**src/rtl/wb_pkg.sv**
```systemverilog
// wb_pkg: shared constants, types and helpers for the writeback unit.
//   XLEN_DEFAULT - default register write-port data width
//   REG_ADDR_W   - register index width
//   NUM_REGS     - number of architectural integer registers
//   wb_src_e     - arbiter select (which source owns the write port this cycle)
//   reg_onehot   - one-hot decode of a register index with x0 always masked off
package wb_pkg;

  localparam int XLEN_DEFAULT = 64;
  localparam int REG_ADDR_W   = 5;
  localparam int NUM_REGS     = 32;

  typedef enum logic [1:0] {
    WB_SRC_NONE = 2'd0,
    WB_SRC_ALU  = 2'd1,
    WB_SRC_LQ   = 2'd2
  } wb_src_e;

  // x0 is never tracked, so its decode is always zero.
  function automatic logic [NUM_REGS-1:0] reg_onehot(input logic [REG_ADDR_W-1:0] rd);
    logic [NUM_REGS-1:0] oh;
    oh    = 32'd1 << rd;
    oh[0] = 1'b0;
    return oh;
  endfunction

endpackage

```
**src/rtl/wb_load_fifo.sv**
```systemverilog
// wb_load_fifo: small FIFO holding pending load results as {rd, data}.
// Ports:
//   clk, reset_n            - clock, async active-low reset (empties the queue)
//   push_i/push_rd_i/push_data_i - enqueue request (ignored when full)
//   pop_i                   - dequeue head (ignored when empty)
//   head_rd_o/head_data_o   - current head entry (valid when !empty_o)
//   count_o, full_o, empty_o - occupancy status
module wb_load_fifo
  import wb_pkg::*;
#(
  parameter int XLEN     = XLEN_DEFAULT,
  parameter int LQ_DEPTH = 4
) (
  input  logic                      clk,
  input  logic                      reset_n,
  input  logic                      push_i,
  input  logic [REG_ADDR_W-1:0]     push_rd_i,
  input  logic [XLEN-1:0]           push_data_i,
  input  logic                      pop_i,
  output logic [REG_ADDR_W-1:0]     head_rd_o,
  output logic [XLEN-1:0]           head_data_o,
  output logic [$clog2(LQ_DEPTH):0] count_o,
  output logic                      full_o,
  output logic                      empty_o
);

  localparam int PTR_W = $clog2(LQ_DEPTH);
  localparam int CNT_W = PTR_W + 1;

  logic [REG_ADDR_W-1:0] rd_mem_q   [LQ_DEPTH];
  logic [XLEN-1:0]       data_mem_q [LQ_DEPTH];
  logic [PTR_W-1:0]      wr_ptr_q, wr_ptr_d;
  logic [PTR_W-1:0]      rd_ptr_q, rd_ptr_d;
  logic [CNT_W-1:0]      count_q, count_d;
  logic                  push_ok, pop_ok;

  assign full_o      = (count_q == CNT_W'(LQ_DEPTH));
  assign empty_o     = (count_q == CNT_W'(0));
  assign count_o     = count_q;
  assign head_rd_o   = rd_mem_q[rd_ptr_q];
  assign head_data_o = data_mem_q[rd_ptr_q];

  // Next-state pointers and occupancy; depth is a power of two so pointers wrap naturally.
  always_comb begin
    push_ok  = push_i && !full_o;
    pop_ok   = pop_i && !empty_o;
    wr_ptr_d = wr_ptr_q;
    rd_ptr_d = rd_ptr_q;
    if (push_ok) begin
      wr_ptr_d = wr_ptr_q + PTR_W'(1);
    end else begin
      wr_ptr_d = wr_ptr_q;
    end
    if (pop_ok) begin
      rd_ptr_d = rd_ptr_q + PTR_W'(1);
    end else begin
      rd_ptr_d = rd_ptr_q;
    end
    count_d = count_q + CNT_W'(push_ok) - CNT_W'(pop_ok);
  end

  // Pointer and occupancy registers.
  always_ff @(posedge clk or negedge reset_n) begin
    if (!reset_n) begin
      wr_ptr_q <= '0;
      rd_ptr_q <= '0;
      count_q  <= '0;
    end else begin
      wr_ptr_q <= wr_ptr_d;
      rd_ptr_q <= rd_ptr_d;
      count_q  <= count_d;
    end
  end

  // Entry storage; contents are only meaningful between the pointers, so no reset.
  always_ff @(posedge clk) begin
    if (push_ok) begin
      rd_mem_q[wr_ptr_q]   <= push_rd_i;
      data_mem_q[wr_ptr_q] <= push_data_i;
    end
  end

endmodule

```
**src/rtl/writeback_unit.sv**
```systemverilog
// writeback_unit: write-side master of the 32 x XLEN integer register file.
// Merges single-cycle ALU results and queued load results onto the single
// register-file write port and keeps a per-register busy scoreboard.
// Ports:
//   clk, reset_n                        - clock, async active-low reset
//   alu_valid/alu_ready/alu_rd/alu_data - ALU result handshake
//   ld_valid/ld_ready/ld_rd/ld_data     - load result handshake (into the queue)
//   issue_valid/issue_rd                - destination of the instruction issued this cycle
//   busy_mask                           - bit i set while a write to xi is pending
//   wb_we/wb_rd/wb_data                 - registered register-file write port
//   lq_count                            - load queue occupancy
// Optional build macro WB_BYPASS_EN adds fwd_valid/fwd_rd/fwd_data, a copy of the
// write port (suppressed for x0) that decode muxes over the register-file read.
module writeback_unit
  import wb_pkg::*;
#(
  parameter int XLEN     = XLEN_DEFAULT,
  parameter int LQ_DEPTH = 4
) (
  input  logic                      clk,
  input  logic                      reset_n,
  input  logic                      alu_valid,
  output logic                      alu_ready,
  input  logic [REG_ADDR_W-1:0]     alu_rd,
  input  logic [XLEN-1:0]           alu_data,
  input  logic                      ld_valid,
  output logic                      ld_ready,
  input  logic [REG_ADDR_W-1:0]     ld_rd,
  input  logic [XLEN-1:0]           ld_data,
  input  logic                      issue_valid,
  input  logic [REG_ADDR_W-1:0]     issue_rd,
  output logic [NUM_REGS-1:0]       busy_mask,
  output logic                      wb_we,
  output logic [REG_ADDR_W-1:0]     wb_rd,
  output logic [XLEN-1:0]           wb_data,
  output logic [$clog2(LQ_DEPTH):0] lq_count
`ifdef WB_BYPASS_EN
  ,
  output logic                      fwd_valid,
  output logic [REG_ADDR_W-1:0]     fwd_rd,
  output logic [XLEN-1:0]           fwd_data
`endif
);

  logic                  lq_full, lq_empty;
  logic [REG_ADDR_W-1:0] lq_head_rd;
  logic [XLEN-1:0]       lq_head_data;
  logic                  lq_push, lq_pop;

  wb_src_e               win_src;
  logic [REG_ADDR_W-1:0] win_rd;
  logic [XLEN-1:0]       win_data;
  logic                  win_writes;

  logic [NUM_REGS-1:0]   busy_q, busy_d;
  logic                  wb_we_q, wb_we_d;
  logic [REG_ADDR_W-1:0] wb_rd_q, wb_rd_d;
  logic [XLEN-1:0]       wb_data_q, wb_data_d;

  wb_load_fifo #(
    .XLEN     (XLEN),
    .LQ_DEPTH (LQ_DEPTH)
  ) u_lq (
    .clk         (clk),
    .reset_n     (reset_n),
    .push_i      (lq_push),
    .push_rd_i   (ld_rd),
    .push_data_i (ld_data),
    .pop_i       (lq_pop),
    .head_rd_o   (lq_head_rd),
    .head_data_o (lq_head_data),
    .count_o     (lq_count),
    .full_o      (lq_full),
    .empty_o     (lq_empty)
  );

  // A full queue blocks the ALU so loads can never starve; otherwise the ALU has priority.
  assign ld_ready  = !lq_full;
  assign alu_ready = !lq_full;
  assign lq_push   = ld_valid && !lq_full;
  assign lq_pop    = (win_src == WB_SRC_LQ);

  // Arbiter, scoreboard and write-port next state.
  always_comb begin
    win_src = WB_SRC_NONE;
    if (lq_full) begin
      win_src = WB_SRC_LQ;
    end else if (alu_valid) begin
      win_src = WB_SRC_ALU;
    end else if (!lq_empty) begin
      win_src = WB_SRC_LQ;
    end else begin
      win_src = WB_SRC_NONE;
    end

    case (win_src)
      WB_SRC_ALU: begin
        win_rd   = alu_rd;
        win_data = alu_data;
      end
      WB_SRC_LQ: begin
        win_rd   = lq_head_rd;
        win_data = lq_head_data;
      end
      default: begin
        win_rd   = '0;
        win_data = '0;
      end
    endcase

    // Writes to x0 are consumed silently.
    win_writes = (win_src != WB_SRC_NONE) && (win_rd != 5'd0);

    // Clear first, then set, so a same-cycle set of the same register wins.
    busy_d = busy_q & ~(win_writes ? reg_onehot(win_rd) : 32'd0);
    busy_d = busy_d | (issue_valid ? reg_onehot(issue_rd) : 32'd0);

    wb_we_d = win_writes;
    if (win_writes) begin
      wb_rd_d   = win_rd;
      wb_data_d = win_data;
    end else begin
      wb_rd_d   = wb_rd_q;
      wb_data_d = wb_data_q;
    end
  end

  // Scoreboard and registered write port.
  always_ff @(posedge clk or negedge reset_n) begin
    if (!reset_n) begin
      busy_q    <= '0;
      wb_we_q   <= 1'b0;
      wb_rd_q   <= '0;
      wb_data_q <= '0;
    end else begin
      busy_q    <= busy_d;
      wb_we_q   <= wb_we_d;
      wb_rd_q   <= wb_rd_d;
      wb_data_q <= wb_data_d;
    end
  end

  assign busy_mask = busy_q;
  assign wb_we     = wb_we_q;
  assign wb_rd     = wb_rd_q;
  assign wb_data   = wb_data_q;

`ifdef WB_BYPASS_EN
  assign fwd_valid = wb_we_q && (wb_rd_q != 5'd0);
  assign fwd_rd    = wb_rd_q;
  assign fwd_data  = wb_data_q;
`endif

endmodule

```
**config.mk**
```make
export PLATFORM = sky130hd
export DESIGN_NAME = writeback_unit
export DESIGN_NICKNAME = d
export VERILOG_FILES = /design/src/rtl/wb_pkg.sv /design/src/rtl/wb_load_fifo.sv /design/src/rtl/writeback_unit.sv
export SDC_FILE = /design/constraint.sdc
export NUM_CORES = 1
export LEC_CHECK = 0
export CORE_UTILIZATION = 38
export CTS_BUF_LIST = sky130_fd_sc_hd__clkbuf_8 sky130_fd_sc_hd__clkbuf_16
export CTS_CLUSTER_SIZE = 16
export DETAILED_ROUTE_END_ITERATION = 8
export HOLD_SLACK_MARGIN = 0.02
export PLACE_DENSITY = 0.67
export SLEW_MARGIN = 20
export SYNTH_ARGS = -nofsm -noshare
export SYNTH_HDL_FRONTEND = slang
export SYNTH_SLANG_ARGS = --single-unit
export TNS_END_PERCENT = 50
```
**constraint.sdc**
```tcl
create_clock -name clk -period 5.4 [get_ports clk]
set_input_delay 0.54 -clock clk [delete_from_list [all_inputs] [get_ports clk]]
set_output_delay 0.54 -clock clk [all_outputs]
set_load 0.01 [all_outputs]
```
==> results.yml <==
routing:
  wl_um: 34600
  drc: 0
  via_per_inst: 5.22
  ant_nets: 0
  dr.pass1.iters: 5
  wl_per_cell_um: 21.2
  drt_iter0_drc: 383
  vias: 8510
cells_and_area:
  layout_common_cells: "276 x edfxtp_1, 252 x clkdlybuf4s50_1, 106 x dfrtp_1"
  syn_to_final_growth_pct: 28.3
  finalNonFillerCells: 1631
  antenna_cells: 0
  final_common_cell: "edfxtp_1"
  num-nets-final: 1228
  post-route-cell-area_sq_mm: 0.0198
  drive_gt1_share_pct: 19.5
global_routing:
  grt_usage_pct: 16.9
  first_global_vias: 8923
  grt_pass1_wl_um: 52800
  antenna_found_initial: 3
  grt_max_degree: 70
  grt_overflow_total: 0
cts:
  post_cts_buffers: 0
  htreeDepth: 2
  holdBufCountCts: 0
  cts_resized: 0
  clk_latency_ns: 0.55
  cts_buffers: 41
  cts.sinks: 384
  root_buffer: "clkbuf_16"
  cts_max_path_buffers: 3
  cts_tree: "yes"
  clk_pin_slew_worst_paths_ns: 0.06
sta:
  slew_viol_final: 0
  worstMarginPinSlew_ns: 1.05
  max_slew_margin_pct: 29.7
  fin_worst_skew_ns: 0.0291
  post-route-period-util_pct: 64.8
  rsz0062_at_grt: "no"
  finalSetupViolations: 0
  period_needed_ns: 3.50
  timing.fmax_ghz: 0.286
  final-hold-violation-count: 0
  hold-worst-slack_ns: 0.0676
  tns_ns: 0
critical_path:
  cp_slowest_cell: "clkdlybuf4s50_1"
  worstSetupPathType: "in2reg"
  r2r-start: "u_lq.count_o[1]"
  required_ns: 5.81
  worstSetupStartpoint: "alu_valid"
  path_max_fanout: 41
  start_kind: "input pin"
  critPathMaxStageDelay_ns: 0.67
  reg2reg_depth: 7
  cp-endpoint: "wb_data[13]"
  cp.arrival_ns: 3.91
  cp.buffers_inverters: 3
  path_delay_family: "buffers and inverters"
  path_cells: "clkdlybuf4s50_1 -> o21ai_1 -> nand2_1 -> o22ai_2 -> nor2_4 -> inv_4 -> buf_4 -> mux2_2"
  reg2reg_slack_ns: 2.00
  crit_cells: 8
  cp-end-kind: "flop"
  r2r-end: "wb_data[13]"
synth:
  avgSynthCellArea_sq_um: 18.9
  syn_inst: 814
  synth.ff_latch_count: 384
  yosys.area_share.simple_pct: 2.76
  async_reset_ff_share_pct: 28.1
  yosys_most_used_dff: "edfxtp_1"
  synth_compound_area_share_pct: 7.04
  ys_seq_area_share_pct: 71.4
  syn_area_sq_mm: 0.0154
  synth_xor_area_share_pct: 0.284
  yosys.area_share.adder_pct: 0.618
  synth_cell_types: 54
  muxShareOfSynthArea_pct: 16.0
  synth_top_family_by_area: "multiplexers"
  syn_nets: 969
  yosysWarnings: 0
  synth-edff-count: 276
placement:
  routabilityCongestion: 0.847
  placed_area_sq_mm: 0.0184
  dp.final_hpwl_um: 21600
  io_buffers: 253
  dp.cells: 1555
die:
  row_count: 73
  start_util_pct: 38.7
  die_h_um: 203
  die_x_um: 203
  fp.coreArea_sq_mm: 0.0398
  die_area_sq_mm: 0.0413
  pin_count: 255
power_and_ir_drop:
  ir_worst_vdd_uv: 260
  p_leak_uw: 0.00729
  pwr_density_cell_mw_per_mm2: 564
hold_path:
  hold_class: "in2async"
job:
  maxCapViolCount: 0
outcome:
  status: "finished clean"
[cell families (layout without fill, tap and decap cells)]
logic type / count (synthesis) / count (layout)
other: 1 / 1
multiplexers: 133 / 133
AO/OA/AOI/OAI: 142 / 142
buffers and inverters: 60 / 352
flip-flops: 384 / 384
AND/OR/NAND/NOR: 82 / 82
adder cells (fa/ha/maj): 7 / 7
XOR/XNOR: 5 / 5
[how the worst min path moves through the flow]
| stage | cells past startpoint | slack (ns) | endpoint |
|---|---|---|---|
| floorplan | 0 | 0.24 | busy_mask[10] |
| CTS | 1 | 0.09 | u_lq.rd_ptr_q[0] |
| detailed placement | 1 | 0.49 | wb_data[40] |
| finish | 1 | 0.07 | u_lq.rd_ptr_q[0] |
| global route | 1 | 0.11 | u_lq.rd_ptr_q[0] |
| global placement | 2 | 0.48 | busy_mask[28] |
[flip-flops by register name, summed over array words and instances (netlist names)]
register         flops
busy_mask           31
u_lq.count_o         3
u_lq.data_mem_q    256
u_lq.rd_mem_q       20
u_lq.rd_ptr_q        2
u_lq.wr_ptr_q        2
wb_data             64
wb_rd                5
wb_we                1
[metal layers]
layer	up-vias	track usage [%]	wire, um
met3	55	4.22	2260
met2	262	27.1	16500
met4	6	4.22	611
met1	4374	23.0	15200
li1	3813	-	-
met5	-	0	45
[Yosys cell counts, types with 11 or more instances]
cell type | count | share of area (%)
inv_1 | 12 | 0.29
clkbuf_1 | 27 | 0.66
mux4_2 | 69 | 10
mux2_2 | 15 | 1.1
nand2_1 | 31 | 0.76
a22o_1 | 65 | 3.7
o21ai_0 | 31 | 1.0
dfrtp_1 | 108 | 18
mux2_4 | 49 | 4.8
and3_1 | 11 | 0.45
edfxtp_1 | 276 | 54
[area by class of cell]
cell class,count,area (sq um)
Tap cell,525,657
Multi-Input combinational cell,370,4130
Fill cell,3368,20100
Inverter,13,51.3
Clock inverter,29,199
Sequential cell,384,11000
Timing Repair Buffer,263,2610
Clock buffer,47,1110
[where the power goes]
group	switching (uW)	total [uW]	internal, uW
combinational	1840	4040	2200
clock	1110	2670	1560
sequential	399	4440	4040
[per-stage QoR]
step	util, %	setup WS (ns)	power (uW)
2_1_floorplan	-	2.07	6970
3_5_place_dp	46.3	1.36	8590
4_1_cts	49.6	1.71	11300
3_3_place_gp	46.3	1.42	8520
6_report	49.6	1.90	11100
5_1_grt	49.6	1.70	11700
Power figures use the tool's default switching activity.
